### src/rtl/data_cache.sv
// Set-associative write-through, no-write-allocate data cache with PLRU replacement.
// Latency: a load hit returns data in the same cycle. A load miss fills BLOCK_WORDS words, then hits on retry. A store completes on its mem_ack.
// Backpressure: cpu_ready stays low while the CPU must stall. Each mem request is held stable until mem_ack.
// Ports:
//   clk, rst           : clock and synchronous active-high reset
//   cpu_req/we/be/addr/wdata, cpu_rdata, cpu_ready : CPU access port
//   flush              : one-cycle pulse that invalidates every line
//   mem_req/we/addr/wdata/be, mem_ack, mem_rdata   : backing-memory port, one word per ack
//   hit_count, miss_count                          : saturating lookup statistics
module data_cache #(
  parameter int DATA_WIDTH  = 32,
  parameter int ADDR_WIDTH  = 32,
  parameter int SETS        = 16,
  parameter int WAYS        = 2,
  parameter int BLOCK_WORDS = 4
) (
  input  logic                  clk,
  input  logic                  rst,
  input  logic                  cpu_req,
  input  logic                  cpu_we,
  input  logic [3:0]            cpu_be,
  input  logic [ADDR_WIDTH-1:0] cpu_addr,
  input  logic [DATA_WIDTH-1:0] cpu_wdata,
  output logic [DATA_WIDTH-1:0] cpu_rdata,
  output logic                  cpu_ready,
  input  logic                  flush,
  output logic                  mem_req,
  output logic                  mem_we,
  output logic [ADDR_WIDTH-1:0] mem_addr,
  output logic [DATA_WIDTH-1:0] mem_wdata,
  output logic [3:0]            mem_be,
  input  logic                  mem_ack,
  input  logic [DATA_WIDTH-1:0] mem_rdata,
  output logic [31:0]           hit_count,
  output logic [31:0]           miss_count
);
  localparam int OFF_BITS = $clog2(BLOCK_WORDS);
  localparam int WO_W     = (OFF_BITS > 0) ? OFF_BITS : 1;
  localparam int IDX_BITS = $clog2(SETS);
  localparam int TAG_W    = ADDR_WIDTH - 2 - OFF_BITS - IDX_BITS;
  localparam int WAY_W    = (WAYS > 1) ? $clog2(WAYS) : 1;
  localparam logic [ADDR_WIDTH-1:0] WMASK     = ADDR_WIDTH'(BLOCK_WORDS - 1);
  localparam logic [ADDR_WIDTH-1:0] BLK_MASK  = ADDR_WIDTH'(4 * BLOCK_WORDS - 1);
  localparam logic [WO_W-1:0]       LAST_WORD = WO_W'(BLOCK_WORDS - 1);

  typedef enum logic [1:0] {S_IDLE, S_FILL, S_WRITE, S_FLUSH} state_t;

  state_t                r_state;
  logic [WAYS-1:0]       r_valid [SETS];
  logic [TAG_W-1:0]      r_tag   [SETS][WAYS];
  logic [DATA_WIDTH-1:0] r_data  [SETS][WAYS][BLOCK_WORDS];
  // bit0: root (1 = victim in upper half / way1 for 2 ways); bit1/bit2: lower/upper pair.
  logic [2:0]            r_plru  [SETS];
  logic                  r_flush_pend;
  logic [WO_W-1:0]       r_cnt;
  logic [WAY_W-1:0]      r_way;       // fill victim, or hit way of a pending store
  logic                  r_wr_hit;
  logic [31:0]           r_hit_cnt, r_miss_cnt;
  logic [ADDR_WIDTH-1:0] r_mem_addr;
  logic [DATA_WIDTH-1:0] r_mem_wdata;
  logic [3:0]            r_mem_be;

  logic [IDX_BITS-1:0]   w_idx, w_m_idx;
  logic [TAG_W-1:0]      w_tag, w_m_tag;
  logic [WO_W-1:0]       w_word, w_m_word;
  logic                  w_hit, w_ld_hit, w_fill_last;
  logic [WAY_W-1:0]      w_hit_way, w_victim;
  logic [DATA_WIDTH-1:0] w_hit_word;

  function automatic logic [1:0] f_victim(input logic [2:0] p);
    if (WAYS == 4)      return p[0] ? {1'b1, p[2]} : {1'b0, p[1]};
    else if (WAYS == 2) return {1'b0, p[0]};
    else                return 2'b00;
  endfunction

  // Point the tree away from the way just used.
  function automatic logic [2:0] f_touch(input logic [2:0] p, input logic [1:0] w);
    logic [2:0] n;
    n = p;
    if (WAYS == 4) begin
      n[0] = ~w[1];
      if (!w[1]) n[1] = ~w[0];
      else       n[2] = ~w[0];
    end else if (WAYS == 2) begin
      n[0] = ~w[0];
    end
    return n;
  endfunction

  // CPU-side fields feed the lookup; fields of the held mem address steer fills and store merges.
  assign w_idx    = IDX_BITS'(cpu_addr >> (2 + OFF_BITS));
  assign w_tag    = TAG_W'(cpu_addr >> (2 + OFF_BITS + IDX_BITS));
  assign w_word   = WO_W'((cpu_addr >> 2) & WMASK);
  assign w_m_idx  = IDX_BITS'(r_mem_addr >> (2 + OFF_BITS));
  assign w_m_tag  = TAG_W'(r_mem_addr >> (2 + OFF_BITS + IDX_BITS));
  assign w_m_word = WO_W'((r_mem_addr >> 2) & WMASK);

  always_comb begin
    w_hit     = 1'b0;
    w_hit_way = '0;
    for (int w = 0; w < WAYS; w++) begin
      if (r_valid[w_idx][w] && r_tag[w_idx][w] == w_tag) begin
        w_hit     = 1'b1;
        w_hit_way = WAY_W'(w);
      end
    end
    w_hit_word = r_data[w_idx][w_hit_way][w_word];
    // Lowest-numbered invalid way wins over the PLRU choice.
    w_victim = WAY_W'(f_victim(r_plru[w_idx]));
    for (int w = WAYS - 1; w >= 0; w--) begin
      if (!r_valid[w_idx][w]) w_victim = WAY_W'(w);
    end
  end

  assign w_ld_hit    = (r_state == S_IDLE) && cpu_req && !cpu_we && !flush && w_hit;
  assign w_fill_last = (r_state == S_FILL) && mem_ack && (r_cnt == LAST_WORD);

  assign cpu_ready  = !rst && (w_ld_hit || (r_state == S_WRITE && mem_ack));
  assign cpu_rdata  = (!rst && w_ld_hit) ? w_hit_word : '0;
  assign mem_req    = !rst && (r_state == S_FILL || r_state == S_WRITE);
  assign mem_we     = !rst && (r_state == S_WRITE);
  assign mem_addr   = rst ? '0 : r_mem_addr;
  assign mem_wdata  = rst ? '0 : r_mem_wdata;
  assign mem_be     = rst ? '0 : r_mem_be;
  assign hit_count  = r_hit_cnt;
  assign miss_count = r_miss_cnt;

  always_ff @(posedge clk) begin
    if (rst) begin
      r_state      <= S_IDLE;
      r_flush_pend <= 1'b0;
      r_cnt        <= '0;
      r_way        <= '0;
      r_wr_hit     <= 1'b0;
      r_hit_cnt    <= '0;
      r_miss_cnt   <= '0;
      r_mem_addr   <= '0;
      r_mem_wdata  <= '0;
      r_mem_be     <= '0;
      for (int s = 0; s < SETS; s++) begin
        r_valid[s] <= '0;
        r_plru[s]  <= '0;
      end
    end else begin
      case (r_state)
        S_IDLE: begin
          if (flush) begin
            r_state <= S_FLUSH;
          end else if (cpu_req) begin
            if (w_hit) begin
              if (r_hit_cnt != '1) r_hit_cnt <= r_hit_cnt + 32'd1;
            end else begin
              if (r_miss_cnt != '1) r_miss_cnt <= r_miss_cnt + 32'd1;
            end
            if (cpu_we) begin
              r_state     <= S_WRITE;
              r_mem_addr  <= cpu_addr & ~ADDR_WIDTH'(3);
              r_mem_wdata <= cpu_wdata;
              r_mem_be    <= cpu_be;
              r_way       <= w_hit_way;
              r_wr_hit    <= w_hit;
            end else if (w_hit) begin
              r_plru[w_idx] <= f_touch(r_plru[w_idx], 2'(w_hit_way));
            end else begin
              r_state    <= S_FILL;
              r_mem_addr <= cpu_addr & ~BLK_MASK;
              r_mem_be   <= 4'hF;
              r_cnt      <= '0;
              r_way      <= w_victim;
            end
          end
        end
        S_FILL: begin
          if (flush) r_flush_pend <= 1'b1;
          if (mem_ack) begin
            if (r_cnt == LAST_WORD) begin
              r_valid[w_m_idx][r_way] <= 1'b1;
              r_plru[w_m_idx]         <= f_touch(r_plru[w_m_idx], 2'(r_way));
              r_cnt                   <= '0;
              r_state                 <= (r_flush_pend || flush) ? S_FLUSH : S_IDLE;
            end else begin
              r_cnt      <= r_cnt + 1'b1;
              r_mem_addr <= r_mem_addr + ADDR_WIDTH'(4);
            end
          end
        end
        S_WRITE: begin
          if (flush) r_flush_pend <= 1'b1;
          if (mem_ack) begin
            if (r_wr_hit) r_plru[w_m_idx] <= f_touch(r_plru[w_m_idx], 2'(r_way));
            r_state <= (r_flush_pend || flush) ? S_FLUSH : S_IDLE;
          end
        end
        S_FLUSH: begin
          for (int s = 0; s < SETS; s++) begin
            r_valid[s] <= '0;
            r_plru[s]  <= '0;
          end
          r_flush_pend <= 1'b0;
          r_state      <= S_IDLE;
        end
        default: r_state <= S_IDLE;
      endcase
    end
  end

  // Tag and data arrays need no reset: valid bits gate every use.
  always_ff @(posedge clk) begin
    if (!rst) begin
      if (r_state == S_FILL && mem_ack) r_data[w_m_idx][r_way][r_cnt] <= mem_rdata;
      if (w_fill_last) r_tag[w_m_idx][r_way] <= w_m_tag;
      if (r_state == S_WRITE && mem_ack && r_wr_hit) begin
        for (int b = 0; b < 4; b++) begin
          if (r_mem_be[b]) r_data[w_m_idx][r_way][w_m_word][8*b +: 8] <= r_mem_wdata[8*b +: 8];
        end
      end
    end
  end
endmodule

### config.mk
export PLATFORM = sky130hd
export DESIGN_NAME = data_cache
export DESIGN_NICKNAME = d
export VERILOG_FILES = /design/src/rtl/data_cache.sv
export SDC_FILE = /design/constraint.sdc
export NUM_CORES = 2
export LEC_CHECK = 0
export ABC_CLOCK_PERIOD_IN_PS = 11900
export BUFFER_PORTS_ARGS = -buffer_cell sky130_fd_sc_hd__buf_2
export CAP_MARGIN = 20
export CORE_MARGIN = 2
export CORE_UTILIZATION = 35
export CTS_CLUSTER_DIAMETER = 150
export CTS_CLUSTER_SIZE = 30
export DETAILED_ROUTE_END_ITERATION = 6
export MAX_ROUTING_LAYER = met4
export PLACE_DENSITY = 0.59
export SLEW_MARGIN = 20
export SYNTH_ARGS = -nofsm -noshare
export SYNTH_HDL_FRONTEND = slang
export SYNTH_MEMORY_MAX_BITS = 65536
export SYNTH_SLANG_ARGS = --single-unit
### constraint.sdc
create_clock -name clk -period 11.9 [get_ports clk]
set_input_delay 3.57 -clock clk [delete_from_list [all_inputs] [get_ports clk]]
set_output_delay 3.57 -clock clk [all_outputs]
set_load 0.05 [all_outputs]
==> run_results.csv <==
group,metric,value,unit
floorplan,die_h,760.8,microns
synth,synthArstFlopShare,0,
final_layout,final_util,0.3833,
timing,worst_pin_slew,1.259,ns
worst_hold_path,min_to,"r_valid[4][0]",
setup_path,cp_max_fo,37,
timing,setup_viol,0,
place,hpwl,348.8,mm
place,place_congestion,0.8406,
power_and_ir_drop,p_sw,7.679,mW
setup_path,critical-path-max-stage-delay,0.46,ns
synth,ys.flop_type,"edfxtp_1",
synth,yosysUniqueCellTypes,83,
clock_network,clock_latency,0.99,ns
synth,seq_area_frac_synth,0.7479,
floorplan,die_w,760.8,microns
setup_path,r2r_cells,8,
route,vias,97560,
final_layout,final_cell_mix,"edfxtp_1, mux4_2, nor2_1",
clock_network,postCtsSetupBuffers,0,
power_and_ir_drop,vdd_drop_max,155.0,uV
worst_hold_path,hold_start,"r_valid[4][0]",
synth,synth-xor-area-share,0.002709,
power_and_ir_drop,power.share.clock,0.261,
global_routing,antenna_found_initial,79,
setup_path,start_kind,"primary input",
power_and_ir_drop,seqPwrFrac,0.634,
power_and_ir_drop,leakage,65.85,nW
synth,muxShareOfSynthArea,0.1946,
setup_path,cp.required,8.33,ns
route,via_per_inst,5.677,
final_layout,fin_cells,17190,
global_routing,grt.overflow.total,0,
timing,max_slew_margin,0.1609,
synth,synth_compound_area_frac,0.01513,
synth,synth_simple_gate_area_share,0.02624,
clock_network,root_buffer,"clkbuf_16",
timing,rsz0062_at_grt,"no",
timing,hold_violations,0,
timing,final.setup.tns,0,ns
timing,finClkSkew,0.07774,ns
worst_hold_path,min_path_cells,1,
setup_path,critPathSlowestCell,"mux4_2",
final_layout,syn2layout_area_growth,8.959,%
power_and_ir_drop,p_total,31.44,mW
synth,synth_edf_count,4880,
floorplan,core_area,569800,sq um
route,drt_iter0_drc,13790,
synth,ys_seq_elements,5049,
synth,synthesis.area,200400,sq um
route,postRouteAntennaNets,0,
worst_hold_path,hold_class,"reg2reg",
power_and_ir_drop,power.density,143.9,nW/um^2
route,drt_wl_total,543.3,mm
route,drtPass1Iterations,6,
setup_path,endpoint_kind,"output port",
global_routing,grt_pass1_wl,750.8,mm
power_and_ir_drop,power_frac_comb,0.105,
floorplan,row_count,277,
global_routing,grt_pass1_vias,96990,
outcome,status,"finished, final reports clean",
route,wl_per_cell,31.61,microns
setup_path,ff2ff_setup_slack,6.66,ns
clock_network,cts.sinks,5049,
floorplan,io_pins,273,
clock_network,cts_tree,"done",
synth,synth_fa_ha_area_frac,0.0008739,
synth,ys_warn_count,0,
setup_path,worstPathArrival,8.17,ns
place,place_inst,16850,
timing,period_needed,11.74,ns
clock_network,numCtsBuffers,190,
timing,fin_crit_sh,0.9867,
synth,syn_avg_cell_area,21.55,sq um
final_layout,drive_gt1_frac,0.2882,
clock_network,clkSlewWorstSetupHoldPaths,0.11,ns
setup_path,criticalPathCategory,"in2out",
power_and_ir_drop,p_int,23.76,mW
setup_path,timing.rr.end,"r_data[9][131]",
global_routing,grt_max_degree,150,
timing,max_freq,85.17,MHz
clock_network,clockBufferDepth,4,
floorplan,initial_core_util,0.3518,
setup_path,rr_startpoint,"r_state[1]",
floorplan,die_area,578800,sq um
global_routing,grtUsageTotal,0.1873,
power_and_ir_drop,p_sw_frac,0.2443,
setup_path,path_cells,"buf_12 > buf_12 > buf_4 > mux2_2 > o22ai_1 > nor3_1 > nor3_1 > o2111ai_1 > nor4_1 > buf_4 > nand2_4 > buf_12 > mux4_2 > mux2i_1 > buf_4 > nor2_1 > buf_4 > buf_12",
final_layout,final_common_cell,"edfxtp_1",
synth,syn_inst,9301,
flow_run,drv_cap,0,
place,port_buffers,268,
synth,synth_top_family_by_area,"multiplexers",
final_layout,final_net_count,9632,
route,drcViolationCount,0,
timing,finalMaxSlewViolations,0,
clock_network,ctsHtreeMaxLevel,4,
[final cells by class]
| class | instances | area [sq um] |
|---|---|---|
| tap | 7533 | 9425 |
| multi-input combinational | 3650 | 48680 |
| timing repair buffer | 586 | 4897 |
| clock buffer | 231 | 5015 |
| fill | 50440 | 351400 |
| sequential | 5049 | 149900 |
| clock inverter | 8 | 88.84 |
| inverter | 35 | 131.4 |
| antenna | 95 | 237.7 |
[power groups by stage]
stage / clock network (mW) / registers [mW] / logic [mW]
after floorplan: 0 / 20.4 / 1.53
after global routing: 8.89 / 19.9 / 3.42
after detailed placement: 0 / 20.3 / 3.26
after CTS: 8.34 / 19.9 / 3.27
final: 8.21 / 19.9 / 3.30
after global placement: 0 / 20.3 / 3.18
[cell usage after synthesis (all sizes together) (5+ instances only)]
cell type / count / area share
o22ai: 14 / 0.00044
a221oi: 8 / 0.00041
nor3: 19 / 0.00047
a22o: 10 / 0.00044
xor2: 18 / 0.00079
o21a: 5 / 0.00019
nor4: 14 / 0.00051
clkbuf: 427 / 0.0080
nor3b: 6 / 0.00022
nor4b: 6 / 0.00029
dfxtp: 169 / 0.017
nand2: 115 / 0.0022
a41oi: 8 / 0.00035
xnor2: 44 / 0.0019
o22a: 32 / 0.0014
a21oi: 112 / 0.0028
edfxtp: 4880 / 0.73
mux2i: 146 / 0.0073
buf: 141 / 0.0038
ha: 14 / 0.00087
o31ai: 16 / 0.00060
and4: 7 / 0.00031
a21o: 35 / 0.0013
mux2: 296 / 0.017
nor2: 671 / 0.013
o21ai: 112 / 0.0028
and2: 30 / 0.00094
and3: 35 / 0.0011
o211ai: 5 / 0.00019
nand4: 34 / 0.0011
a31oi: 24 / 0.00075
nand2b: 11 / 0.00034
or3: 29 / 0.00091
nor2b: 92 / 0.0029
or4: 19 / 0.00073
mux4: 1519 / 0.17
inv: 34 / 0.00064
a22oi: 38 / 0.0014
nand3: 50 / 0.0012
[worst max path at each step]
stage                            from       endpoint  depth (start not counted)
after global routing      cpu_addr[4]   cpu_rdata[0]                         17
after CTS                 cpu_addr[5]  cpu_rdata[21]                         16
after detailed placement  cpu_addr[4]  cpu_rdata[12]                         15
final                     cpu_addr[4]  cpu_rdata[15]                         18
after global placement    cpu_addr[4]  cpu_rdata[12]                         15
after floorplan           cpu_addr[4]  cpu_rdata[10]                         15
[critical path: cells and delay by family]
kind,cells,cell delay [ns]
AOI/OAI and AO/OA,2,0.55
buffers and inverters,8,1.62
muxes,3,1.18
and+or+nand+nor,5,1.04
[metal layers]
layer / wire length, microns / global-route usage / up-vias
met5: 0 / - / -
met1: 213800 / 0.2500 / 52870
li1: - / - / 39050
met4: 13460 / 0.04612 / 0
met3: 59990 / 0.04572 / 673
met2: 256000 / 0.2905 / 4968
[what timing repair did]
action | CTS | global route
hold buffers | 0 | 0
endpoints found under the setup margin | 1 | 5
gates resized for setup | 2 | 4
[registers in the layout, indices dropped and copies added, names as in the netlist, 16 cells and up]
register / cells
miss_count: 32
r_valid: 32
r_tag: 768
r_data: 4096
r_mem_addr: 30
hit_count: 32
r_plru: 16
r_mem_wdata: 32
[stage by stage]
| step | setup WS [ns] | hold WS, ns | area [sq um] |
|---|---|---|---|
| after detailed placement | -0.08872 | 0.4362 | 212800 |
| final | 0.1581 | 0.4629 | 218400 |
| after global routing | 0.008598 | 0.4812 | 218400 |
| after CTS | 0.08567 | 0.4634 | 217900 |
| after global placement | -0.1329 | 0.4278 | 212700 |
| after floorplan | 0.7343 | 0.4211 | 200500 |
[cell families after synthesis]
logic type,count (synthesis)
fa+ha+maj,14
compound gates,460
simple gates,1151
xor+xnor,62
flops,5049
other cells,1
buf+inv,603
mux,1961
Note: power is estimated with default switching activity, not from simulation.
